[src/rtl/quadrature_counter_if.sv]
// Quadrature encoder bundle: phase pins toward the decoder, position and
// event pulses back toward the consumer. The idx signal exists only when
// QUAD_INDEX_EN is defined.
interface quadrature_counter_if #(
   parameter int SIZE = 16
) ();
   logic            a;
   logic            b;
`ifdef QUAD_INDEX_EN
   logic            idx;
`endif
   logic [SIZE-1:0] value;
   logic            dir;
   logic            step;
   logic            err;

`ifdef QUAD_INDEX_EN
   modport master (output a, b, idx, input value, dir, step, err);
   modport slave  (input a, b, idx, output value, dir, step, err);
`else
   modport master (output a, b, input value, dir, step, err);
   modport slave  (input a, b, output value, dir, step, err);
`endif
endinterface

[src/rtl/quadrature_counter.sv]
// Quadrature decoder: synchronizes asynchronous phase inputs, qualifies each
// new {a,b} state after FILTER stable cycles, and turns accepted Gray-code
// transitions into up/down position steps or an illegal-transition pulse.
// Optional macro QUAD_INDEX_EN adds a filtered index input whose rising edge
// clears the position.
module quadrature_counter #(
   parameter int SIZE   = 16,
   parameter int FILTER = 4,
   parameter int TOP    = 0
) (
   input logic              clk,
   input logic              rst,
   quadrature_counter_if.slave bus
);

   localparam int              CW       = $clog2(FILTER + 1);
   localparam logic [CW-1:0]   FILT_MAX = CW'(FILTER);
   localparam logic [SIZE-1:0] TOP_V    = SIZE'(TOP);

   // Gray position of a phase pair: 00->0, 01->1, 11->2, 10->3
   function automatic logic [1:0] gray2bin(input logic [1:0] g);
      return {g[1], g[1] ^ g[0]};
   endfunction

   // Quarter-turn distance old->new: 1 = up, 3 = down, 2 = both phases changed
   function automatic logic [1:0] gray_delta(input logic [1:0] old_ab, input logic [1:0] new_ab);
      return gray2bin(new_ab) - gray2bin(old_ab);
   endfunction

   // Next position with wrap either modulo 2^SIZE or across 0..TOP
   function automatic logic [SIZE-1:0] next_value(input logic [SIZE-1:0] v, input logic up);
      logic [SIZE-1:0] r;
      if (TOP == 0) begin
         r = up ? v + SIZE'(1) : v - SIZE'(1);
      end else if (up) begin
         r = (v == TOP_V) ? '0 : v + SIZE'(1);
      end else begin
         r = (v == '0) ? TOP_V : v - SIZE'(1);
      end
      return r;
   endfunction

   logic [1:0]      sync_p0;   // first synchronizer stage
   logic [1:0]      sync_p1;   // {sa,sb}
   logic [1:0]      hist_p2;   // {sa,sb} one cycle earlier
   logic [CW-1:0]   cnt;       // cycles hist_p2 has been stable
   logic [1:0]      filt;      // accepted phase state
   logic            init;
   logic            adopt;
   logic            idx_rise;

   logic [SIZE-1:0] val_q, val_nxt;
   logic            dir_q, dir_nxt;
   logic            step_q, step_nxt;
   logic            err_q, err_nxt;

   // --- stage p0/p1: two-flop synchronizer for both phases
   always_ff @(posedge clk) begin
      if (rst) begin
         sync_p0 <= 2'b00;
         sync_p1 <= 2'b00;
      end else begin
         sync_p0 <= {bus.a, bus.b};
         sync_p1 <= sync_p0;
      end
   end

   // --- stage p2: stability counter; reloads whenever the synced pair moves
   always_ff @(posedge clk) begin
      if (rst) begin
         hist_p2 <= 2'b00;
         cnt     <= '0;
         filt    <= 2'b00;
         init    <= 1'b1;
      end else begin
         hist_p2 <= sync_p1;
         if (sync_p1 != hist_p2) begin
            cnt <= '0;
         end else if (cnt != FILT_MAX) begin
            cnt <= cnt + CW'(1);
         end
         if (adopt) begin
            filt <= hist_p2;
            init <= 1'b0;
         end
      end
   end

   // The init flag forces the first adoption even when the pair still reads 00
   assign adopt = (sync_p1 == hist_p2) && (cnt == FILT_MAX) && (init || (hist_p2 != filt));

`ifdef QUAD_INDEX_EN
   logic          idx_p0, idx_p1, idx_hist_p2, idx_filt;
   logic [CW-1:0] idx_cnt;
   logic          idx_adopt;

   // Index path: same synchronizer and stability qualification as the phases
   always_ff @(posedge clk) begin
      if (rst) begin
         idx_p0      <= 1'b0;
         idx_p1      <= 1'b0;
         idx_hist_p2 <= 1'b0;
         idx_cnt     <= '0;
         idx_filt    <= 1'b0;
      end else begin
         idx_p0      <= bus.idx;
         idx_p1      <= idx_p0;
         idx_hist_p2 <= idx_p1;
         if (idx_p1 != idx_hist_p2) begin
            idx_cnt <= '0;
         end else if (idx_cnt != FILT_MAX) begin
            idx_cnt <= idx_cnt + CW'(1);
         end
         if (idx_adopt) begin
            idx_filt <= idx_hist_p2;
         end
      end
   end

   assign idx_adopt = (idx_p1 == idx_hist_p2) && (idx_cnt == FILT_MAX) && (idx_hist_p2 != idx_filt);
   assign idx_rise  = idx_adopt && idx_hist_p2;
`else
   assign idx_rise  = 1'b0;
`endif

   // Decode the accepted transition; an index clear overrides any step value
   always_comb begin
      step_nxt = 1'b0;
      err_nxt  = 1'b0;
      dir_nxt  = dir_q;
      val_nxt  = val_q;
      if (adopt && !init) begin
         case (gray_delta(filt, hist_p2))
            2'd1: begin
               step_nxt = 1'b1;
               dir_nxt  = 1'b1;
               val_nxt  = next_value(val_q, 1'b1);
            end
            2'd3: begin
               step_nxt = 1'b1;
               dir_nxt  = 1'b0;
               val_nxt  = next_value(val_q, 1'b0);
            end
            2'd2:    err_nxt = 1'b1;
            default: ;
         endcase
      end
      if (idx_rise) begin
         val_nxt = '0;
      end
   end

   // --- stage p3: registered outputs
   always_ff @(posedge clk) begin
      if (rst) begin
         val_q  <= '0;
         dir_q  <= 1'b0;
         step_q <= 1'b0;
         err_q  <= 1'b0;
      end else begin
         val_q  <= val_nxt;
         dir_q  <= dir_nxt;
         step_q <= step_nxt;
         err_q  <= err_nxt;
      end
   end

   assign bus.value = val_q;
   assign bus.dir   = dir_q;
   assign bus.step  = step_q;
   assign bus.err   = err_q;

endmodule

[src/flat_wrapper.sv]
// flat-port wrapper written by rule: the top's interface ports become plain ports
module quadrature_counter_flat 
#(
   parameter int SIZE   = 16,
   parameter int FILTER = 4,
   parameter int TOP    = 0
)
  (clk, rst, bus_a, bus_b, bus_value, bus_dir, bus_step, bus_err);
  quadrature_counter_if #(.SIZE(SIZE)) bus_i ();
  input logic clk;
  input logic rst;
  input wire logic [$bits(bus_i.a)-1:0] bus_a;
  input wire logic [$bits(bus_i.b)-1:0] bus_b;
  output wire logic [$bits(bus_i.value)-1:0] bus_value;
  output wire logic [$bits(bus_i.dir)-1:0] bus_dir;
  output wire logic [$bits(bus_i.step)-1:0] bus_step;
  output wire logic [$bits(bus_i.err)-1:0] bus_err;
  assign bus_i.a = bus_a;
  assign bus_i.b = bus_b;
  assign bus_value = bus_i.value;
  assign bus_dir = bus_i.dir;
  assign bus_step = bus_i.step;
  assign bus_err = bus_i.err;
  quadrature_counter #(.SIZE(SIZE), .FILTER(FILTER), .TOP(TOP)) u_core (.clk(clk), .rst(rst), .bus(bus_i));
endmodule
[config.mk]
export PLATFORM = sky130hd
export DESIGN_NAME = quadrature_counter_flat
export DESIGN_NICKNAME = d
export VERILOG_FILES = /design/src/rtl/quadrature_counter_if.sv /design/src/rtl/quadrature_counter.sv /design/src/flat_wrapper.sv
export SDC_FILE = /design/constraint.sdc
export NUM_CORES = 1
export LEC_CHECK = 0
export CAP_MARGIN = 30
export CORE_MARGIN = 3
export CORE_UTILIZATION = 30
export CTS_CLUSTER_DIAMETER = 200
export DETAILED_ROUTE_END_ITERATION = 8
export DONT_BUFFER_PORTS = 1
export SLEW_MARGIN = 10
export SYNTH_ARGS = -nofsm -noshare
export SYNTH_HDL_FRONTEND = slang
export SYNTH_SLANG_ARGS = --single-unit
[constraint.sdc]
create_clock -name clk -period 6.6 [get_ports clk]
set_input_delay 0.99 -clock clk [delete_from_list [all_inputs] [get_ports clk]]
set_output_delay 0.99 -clock clk [all_outputs]
set_load 0.1 [all_outputs]
**Word-level counts from Yosys, hierarchy flattened**

Cells that the tools add are included.

- Output and inout bits: 19
- Register bits after elaboration: 31
- Input bits: 4
- Logic and storage cells: 39

- Muxes and demuxes: 4
- Reductions and logical operators: 10
- Equality and inequality tests: 8
- Bitwise logic cells: 3
- Add/subtract/negate cells: 4

Operator list:

| cell | number |
|---|---|
| 16-bit case mux with 2 select lines | 1 |
| 16-bit by 1-bit adder with 16-bit output, second input constant | 1 |
| 16-bit by 1-bit subtractor with 16-bit output, second input constant | 1 |
| 2-bit OR reduction | 3 |
| 2-bit equality test, second input constant | 2 |
| 2-bit inequality test | 2 |
| 3-bit by 1-bit adder with 3-bit output, second input constant | 1 |
| 3-bit equality test, second input constant | 1 |
| 1-bit logical AND | 3 |
| 3-bit inequality test, second input constant | 1 |
| 2-bit by 1-bit equality test with 1-bit output, second input constant | 1 |
| 2-bit equality test | 1 |
| 1-bit 2-to-1 mux | 2 |
| 1-bit case mux with 2 select lines | 1 |
| 2-bit AND reduction | 1 |
| 2-bit nonzero test | 1 |
| 2-bit subtractor | 1 |
| 1-bit XOR | 2 |
| 1-bit zero test | 1 |
| 1-bit logical OR | 1 |
| 1-bit inverter | 1 |

**Depth between registers and ports, before layout**

Gate-level depths: netlist (run 1).

- Depth after elaboration: 6
- Mapped depth: 14
- Gate-level depth less buffers: 12

**Least setup slack after synthesis (run 1)**

No wires, ideal clock.

- Path kind: register to register
- From: register u_core.hist_p2[1]
- To: register u_core.val_q[10] (netlist: u_core.bus.value[10])
- Setup slack: 3571 ps
- Data required time: 6483 ps
- Setup time: 117 ps
- Period minus slack after synthesis: 3029 ps
- Path buffers: 2
- Cell stages (with the launch flop): 15
- Arrival: 2912 ps
- Path through: dfxtp_1 -> clkbuf_8 -> xnor2_1 -> ha_1 -> xor3_4 -> nand2_1 -> clkbuf_8 -> xnor2_1 -> ha_1 -> nor4_1 -> nand2b_1 -> or4_1 -> a21oi_1 -> xnor2_1 -> nor2_1

- Cells in the longest elaborated chain, start to end: 5
- Elaborated cells between the ends (all ways): 13
- Those cells by class: 1 x add/sub; 4 x eq/ne; 1 x mux; 1 x bitwise; 6 x reduce/logical

RTL lines:

| what | RTL line | text |
|---|---|---|
| start, declared | quadrature_counter.sv:45 | `logic [1:0] hist_p2;` |
| start signal, assigned | quadrature_counter.sv:76 | `hist_p2 <= sync_p1;` |
| 1-bit XOR (tied with other cells) | quadrature_counter.sv:22 | `return {g[1], g[1] ^ g[0]};` |
| 2-bit subtractor (tied with other cells) | quadrature_counter.sv:27 | `return gray2bin(new_ab) - gray2bin(old_ab);` |
| 2-bit by 1-bit equality test with 1-bit output (tied with other cells) | quadrature_counter.sv:133 | `case (gray_delta(filt, hist_p2))` |
| 2-bit nonzero test (no line) or 1-bit logical AND (tied branches) | -- |  |
| 2-bit AND reduction (no line) | -- |  |
| end signal, assigned | quadrature_counter.sv:161 | `val_q <= val_nxt;` |
| end, declared | quadrature_counter.sv:52 | `logic [SIZE-1:0] val_q, val_nxt;` |

Several ways; a longest one is shown, not always the timed one.
A chain may end at the register's enable or synchronous reset.

**Worst setup path in the final report (run 1)**

Same ends and word-level chain as after synthesis.

==> reports/metrics.yaml, run 1 <==
ys_seq_elements: 31
maxSlewViolCount: 0
antenna_found_initial: 0
reg2reg_setup_slack_ns: 3.15
grt_max_degree: 33
cts_htree_levels: 2
reg2reg_from: "u_core.hist_p2[1]"
synth-xor-area-share_pct: 12.6
fmax_mhz: 290
synth_edf_count: 0
clk_pin_slew_ns: 0.06
rsz0062_at_grt: "false"
grt_pass1_vias: 1542
regToRegEndpoint: "u_core.bus.value[10]"
root_buffer: "clkbuf_8"
cts_setup_buffers: 0
timing_hold_violations_final: 0
crit_start: "u_core.hist_p2[1]"
worstPathArrival_ns: 3.63
fin_crit_sh_pct: 52.3
cts_sinks: 31
yosys.cell_types.count: 39
drive_gt1_share_pct: 14.9
worstSetupPathType: "reg2reg"
end_kind: "flop"
async_flop_share_pct: 0
power.density_nw_per_um2: 163
yosysWarnings: 0
num_vias: 1516
gp_congestion: 0.783
die_w_um: 83.4
clk_latency_ns: 0.28
pre_cts_ws_ns: 3.18
routed_wl_um: 4060
antennaDiodeCount: 0
start_util_pct: 31.8
io_pins: 23
synthFlopType: "dfxtp_1"
seq_area_frac_synth_pct: 34.6
drc: 0
final_area_um2: 2130
fin_nets: 235
wl_per_cell_um: 13.5
finalWorstSetupSlack_ns: 3.15
num_rows: 27
hp-class: "reg2reg"
grt_pass1_wl_um: 7180
relSlewSlack_pct: 32.9
drt_pass1_iterations: 4
place_area_um2: 2050
finalSetupViolations: 0
period_minus_slack_ns: 3.45
cp.required_ns: 6.78
status: "finished, final reports clean"
synth_top_family_by_area: "simple AND/OR/NAND/NOR gates"
finClkSkew_ns: 0.00395
ant_nets: 0
cp_max_fo: 17
cts-buffers-inserted: 5
drt-initial-drc-count: 158
hold_path_depth: 1
endpoint: "u_core.bus.value[10]"
p_leak_nw: 0.783
synth_mux_area_share_pct: 2.93
syn_inst: 213
via_per_inst: 5.05
multiInputGateArea_um2: 1050
grtUsageTotal_pct: 12.6
r2r_cells: 12
yosys.area_share.simple_pct: 30.8
syn_to_final_growth_pct: 18.6
core_area_um2: 5640
synthAdderAreaFrac_pct: 2.79
synth_compound_area_share_pct: 9.34
synth_area_um2: 1800
globalRouteOverflowTotal: 0
fin_total_pwr_uw: 347
cts_tree: "built"
startpoint_type: "flop"
netlist.area_leader.share_pct: 34.6
syn_nets: 221
die_h_um: 83.4
ir_drop_mv: 0.0928
dieArea_um2: 6950
n_fill_cell: 580
hold_buffers: 0
netlist.top_cell.by_area: "dfxtp_1"
yosys-top-cells-area: "dfxtp_1, xnor2_1, nor2_1, a21oi_1, nor3_1"
dp_hpwl_um: 2910
syn_area_per_cell_um2: 8.43
maxCapViolCount: 0
area.sequential_um2: 621
cts_buffer_depth: 2
mostFrequentLayoutCell: "dfxtp_1"
tns_ns: 0
port_buffers: 0
worst_slew_pin_slew_ns: 1.01
final_cell_mix: "dfxtp_1, nor2_1, xnor2_1"
cts_resized: 0
==> stage by stage <==
| stage | instances | util [%] | hold slack, ns |
|---|---|---|---|
| 3_3_place_gp | 280 | 32.7 | 0.424 |
| 2_1_floorplan | 213 | - | 0.414 |
| 6_report | 300 | 37.7 | 0.435 |
| 4_1_cts | 300 | 37.7 | 0.439 |
| 5_1_grt | 300 | 37.7 | 0.450 |
| 3_5_place_dp | 292 | 36.3 | 0.423 |
==> worst min path at each step <==
stage                           start  slack, ns                end
floorplan           u_core.sync_p0[0]       0.41  u_core.sync_p1[0]
global placement    u_core.sync_p0[0]       0.42  u_core.sync_p1[0]
detailed placement  u_core.sync_p0[0]       0.42  u_core.sync_p1[0]
CTS                 u_core.sync_p0[0]       0.44  u_core.sync_p1[0]
global route        u_core.sync_p0[0]       0.45  u_core.sync_p1[0]
finish              u_core.sync_p0[0]       0.43  u_core.sync_p1[0]
==> cells by family (layout without fill, tap and decap cells) <==
logic type                 after synthesis  in the layout
AOI/OAI and AO/OA                       28             28
and+or+nand+nor                        105            105
buffers and inverters                   18             33
muxes                                    5              5
DFF                                     31             31
adders and majority gates                4              4
xor gates and xnor gates                22             22
==> state kept, by name, indices dropped and copies added (netlist names) <==
name              flops
u_core.cnt            3
u_core.bus.step       1
u_core.bus.value     16
u_core.bus.dir        1
u_core.filt           2
u_core.bus.err        1
u_core.hist_p2        2
u_core.sync_p1        2
u_core.sync_p0        2
u_core.init           1
==> worst max-delay path: stages, from the launching register on <==
cell      delay [ns]
dfxtp_1         0.51
xnor2_1         0.17
ha_1            0.24
xor3_4          0.35
nand2_1         0.41
xnor2_1         0.13
ha_1            0.27
nor4_1          0.30
nand2b_1        0.11
or4_1           0.47
a21oi_1         0.19
xnor2_1         0.14
nor2_1          0.05
==> Yosys cell counts (all sizes together) (5+ instances only) <==
| master | number |
|---|---|
| dfxtp | 31 |
| nor2 | 27 |
| xnor2 | 16 |
| a21oi | 15 |
| nor3 | 14 |
| clkbuf | 13 |
| nand2 | 13 |
| nand4 | 11 |
| nor2b | 8 |
| nand3 | 7 |
| o21ai | 7 |
| or3 | 5 |
| or4 | 5 |
==> layer usage <==
layer	part of all wire [%]	wire length (um)	global-route usage [%]
met1	47	1910	15.6
met2	45	1840	19.2
met3	5.8	237	4.46
met4	1.8	75	6.39
met5	0	0	0
==> power by group <==
part	internal, mW	switching, mW
clock	0.0719	0.0693
sequential	0.190	0.00235
combinational	0.00666	0.00669
==> area by class of cell <==
class / count / area share, %
Clock inverter: 3 / 0.705
Timing Repair Buffer: 21 / 12.7
Multi-Input combinational cell: 164 / 49.3
Clock buffer: 5 / 3.23
Inverter: 4 / 0.705
Sequential cell: 31 / 29.1
Tap cell: 72 / 4.23
(Power assumes the default switching activity.)
==> run 2, diff against run 1 <==
- clock period: 6.6 -> 2.9 ns (I/O delays scaled with it)
==> reports/metrics.yaml, run 2 (synthesis gave the netlist of run 1 again) <==
root_buffer: "clkbuf_8"
fmax_mhz: 368
ant_nets: 0
hp-class: "in2reg"
timing_hold_violations_final: 0
mostFrequentLayoutCell: "dfxtp_1"
cts-buffers-inserted: 5
status: "finished, final reports clean"
fin_nets: 236
fin_crit_sh_pct: 93.8
antennaDiodeCount: 0
whs_ns: 0.206
syn_to_final_growth_pct: 16.0
worstSetupPathType: "reg2reg"
worst_slew_pin_slew_ns: 0.965
dp_hpwl_um: 2770
clk_pin_slew_ns: 0.07
grtUsageTotal_pct: 11.9
p_leak_nw: 0.786
final_core_util_pct: 36.9
wl_per_cell_um: 13.2
num_rows: 27
tns_ns: 0
grt_pass1_wl_um: 6740
grt_max_degree: 33
cts_sinks: 31
routed_wl_um: 3960
drt_pass1_iterations: 4
dieArea_um2: 6950
relSlewSlack_pct: 35.6
cts_tree: "built"
drt-initial-drc-count: 91
via_per_inst: 5.05
gp_congestion: 0.819
grt_pass1_vias: 1466
die_w_um: 83.4
reg2reg_setup_slack_ns: 0.18
maxSlewViolCount: 0
cp.required_ns: 3.08
antenna_found_initial: 0
end_kind: "flop"
reg2reg_from: "u_core.hist_p2[0]"
drc: 0
rsz0062_at_grt: "false"
ir_drop_mv: 0.191
crit_start: "u_core.hist_p2[0]"
power.density_nw_per_um2: 440
port_buffers: 0
globalRouteOverflowTotal: 0
drive_gt1_share_pct: 19.7
cts_htree_levels: 2
num_vias: 1520
largest_reg_flops: 16
finalSetupViolations: 0
final_cell_mix: "dfxtp_1, nor2_1, buf_4"
io_pins: 23
period_minus_slack_ns: 2.72
hp-start: "rst"
finClkSkew_ns: 0.00544
start_util_pct: 31.8
core_area_um2: 5640
worstPathArrival_ns: 2.90
n_fill_cell: 561
cp_max_fo: 6
cts_buffer_depth: 2
maxCapViolCount: 0
clk_latency_ns: 0.29
startpoint_type: "flop"
die_h_um: 83.4
## run 2: repair_timing
action / CTS / global route
hold buffers: 0 / 0
resized for setup: 0 / 3
setup endpoints to repair: 0 / 3
buffers inserted: 0 / 2
## run 2: metrics by stage
stage	cells	worst slack (ns)	cell area, um^2	power [mW]
after floorplan	213	0.0383	1810	0.480
after global placement	291	0.186	1940	0.478
after detailed placement	291	0.148	1940	0.479
after CTS	299	0.121	2060	0.926
after global routing	301	0.00200	2080	0.948
final	301	0.179	2080	0.916
## run 2: critical path, stage by stage (launching register included)
cell     delay (ns)
dfxtp_2        0.35
xnor2_1        0.18
ha_2           0.23
xor3_4         0.34
nand2_2        0.10
xnor2_1        0.12
ha_2           0.28
nand4_1        0.18
a21oi_1        0.23
mux2_2         0.35
mux2_2         0.26
## run 2: power breakdown
group / leakage, nW / internal (mW) / switching, mW
Combinational: 0.472 / 0.0160 / 0.0159
Clock: 0.0612 / 0.278 / 0.169
Sequential: 0.252 / 0.433 / 0.00488
Total: 0.786 / 0.727 / 0.189
## run 2: layer usage
layer  GRT usage (%)  routed length, um
met3            4.37                262
met1            14.2               1900
met2            18.1               1690
met5               0                  0
met4            6.98                115
## run 2: final cells by class
class | instances | area [um^2] | share of cell area (%)
Multi-Input combinational cell | 164 | 1070 | 51.5
Sequential cell | 31 | 623 | 29.9
Timing Repair Buffer | 22 | 165 | 7.93
Tap cell | 72 | 90.1 | 4.32
Clock buffer | 6 | 82.6 | 3.96
Clock inverter | 2 | 35.0 | 1.68
Inverter | 4 | 15.0 | 0.721
## run 2: final timing paths
kind / end / depth (start not counted)
worst min register to register: u_core.sync_p1[1] / 1
worst min-delay path: u_core.filt[0] / 1
worst max register to register: u_core.bus.value[14] / 10
worst max-delay path: u_core.bus.value[14] / 10
==> run 3, diff against run 2 <==
- CORE_UTILIZATION: 30 -> 45
==> reports/metrics.yaml, run 3 (synthesis gave the netlist of run 1 again) <==
status: "finished, final reports clean"
grt.met3_usage_pct: 7.00
met2_usage_pct: 25.8
wl_per_cell_um: 14.1
grt_pass1_wl_um: 6740
grt_max_degree: 33
busiest_layer: "met2"
worstSetupPathType: "reg2reg"
num_vias: 1534
p_leak_nw: 0.772
cts-buffers-inserted: 5
rsz0062_at_grt: "false"
cp.required_ns: 3.07
maxSlewViolCount: 0
io_pins: 23
hold_buffers: 0
hp-class: "in2reg"
drt-initial-drc-count: 152
via_per_inst: 5.58
startpoint_type: "flop"
end_kind: "flop"
antennaDiodeCount: 0
num_rows: 22
power.density_nw_per_um2: 439
whs_ns: 0.208
cts_sinks: 31
cp_max_fo: 7
grtUsageTotal_pct: 17.3
port_buffers: 0
clk_latency_ns: 0.29
drive_gt1_share_pct: 19.4
finClkSkew_ns: 0.00470
ant_nets: 0
timing_hold_violations_final: 0
finalWorstSetupSlack_ns: 0.160
fin_nets: 234
start_util_pct: 48.0
die_h_um: 69.2
dp_hpwl_um: 2760
place_area_um2: 1900
pre_cts_ws_ns: 0.110
drc: 0
period_minus_slack_ns: 2.74
gp_congestion: 0.863
final_cell_mix: "dfxtp_1, nor2_1, buf_4"
worstPathArrival_ns: 2.91
cts_tree: "built"
final_area_um2: 2040
use_met1_pct: 22.0
finalSetupViolations: 0
cts_htree_levels: 2
worst_slew_pin_slew_ns: 0.983
clk_pin_slew_ns: 0.07
drt_pass1_iterations: 4
relSlewSlack_pct: 34.4
grt_pass1_vias: 1450
routed_wl_um: 3880
mostFrequentLayoutCell: "dfxtp_1"
fmax_mhz: 365
syn_to_final_growth_pct: 13.4
antenna_found_initial: 0
root_buffer: "clkbuf_8"
maxCapViolCount: 0
die_w_um: 69.2
ir_drop_mv: 0.395
largest_reg_flops: 16
globalRouteOverflowTotal: 0
fin_crit_sh_pct: 94.5
core_area_um2: 3740
tns_ns: 0
cts_buffer_depth: 2
dieArea_um2: 4780
n_fill_cell: 382
[run 3: cell types whose count changed in the layout (fill, tap and decap cells not counted)]
cell	delta
a21oi_1	-1
a21oi_2	+1
buf_4	-2
clkbuf_8	-1
clkinv_4	+1
[run 3: timing repair]
action	4_1_cts	5_1_grt
endpoints found under the setup margin	0	3
buffers inserted	0	1
hold endpoints to repair	0	0
gates resized for setup	0	4
[run 3: path summary, 6_finish.rpt]
kind | from | end | slack, ns | depth (start not counted)
setup / recovery | u_core.filt[1] | u_core.bus.value[14] | 0.16 | 10
hold / removal | rst | u_core.sync_p0[0] | 0.21 | 1
setup reg to reg | u_core.filt[1] | u_core.bus.value[14] | 0.16 | 10
hold reg to reg | u_core.sync_p0[0] | u_core.sync_p1[0] | 0.44 | 1
[run 3: power breakdown]
group / internal [mW] / switching [mW]
clock: 0.255 / 0.169
sequential: 0.433 / 0.00495
combinational: 0.0159 / 0.0161
[run 3: area by class of cell]
| type | instances | area, um^2 | share of cell area (%) |
|---|---|---|---|
| clock buffer | 5 | 68.8 | 3.38 |
| clock inverter | 3 | 43.8 | 2.15 |
| inverter | 4 | 15.0 | 0.737 |
| multi-input combinational | 164 | 1080 | 52.8 |
| sequential | 31 | 623 | 30.6 |
| tap | 48 | 60.1 | 2.95 |
| timing repair buffer | 20 | 150 | 7.37 |
[run 3: routing by layer]
| layer | share of wire, % | vias to the layer above |
|---|---|---|
| met5 | 0 | - |
| met4 | 1.5 | 0 |
| li1 | - | 776 |
| met1 | 45 | 707 |
| met2 | 46 | 44 |
| met3 | 7.2 | 7 |
[run 3: through the flow]
stage / instances / power (mW) / utilization, %
2_1_floorplan: 213 / 0.480 / -
3_3_place_gp: 266 / 0.477 / 50.8
3_5_place_dp: 266 / 0.479 / 50.8
4_1_cts: 274 / 0.910 / 53.8
5_1_grt: 275 / 0.938 / 54.4
6_report: 275 / 0.894 / 54.4
[run 3: worst max-delay path, cell delays in order (launching register included)]
cell and delay (ns):
dfxtp_1 0.36, xor2_1 0.18, ha_2 0.21, xor3_4 0.33, nand2_2 0.11, xnor2_1 0.12
ha_2 0.28, nand4_1 0.20, a21oi_2 0.21, mux2_2 0.36, mux2_2 0.27
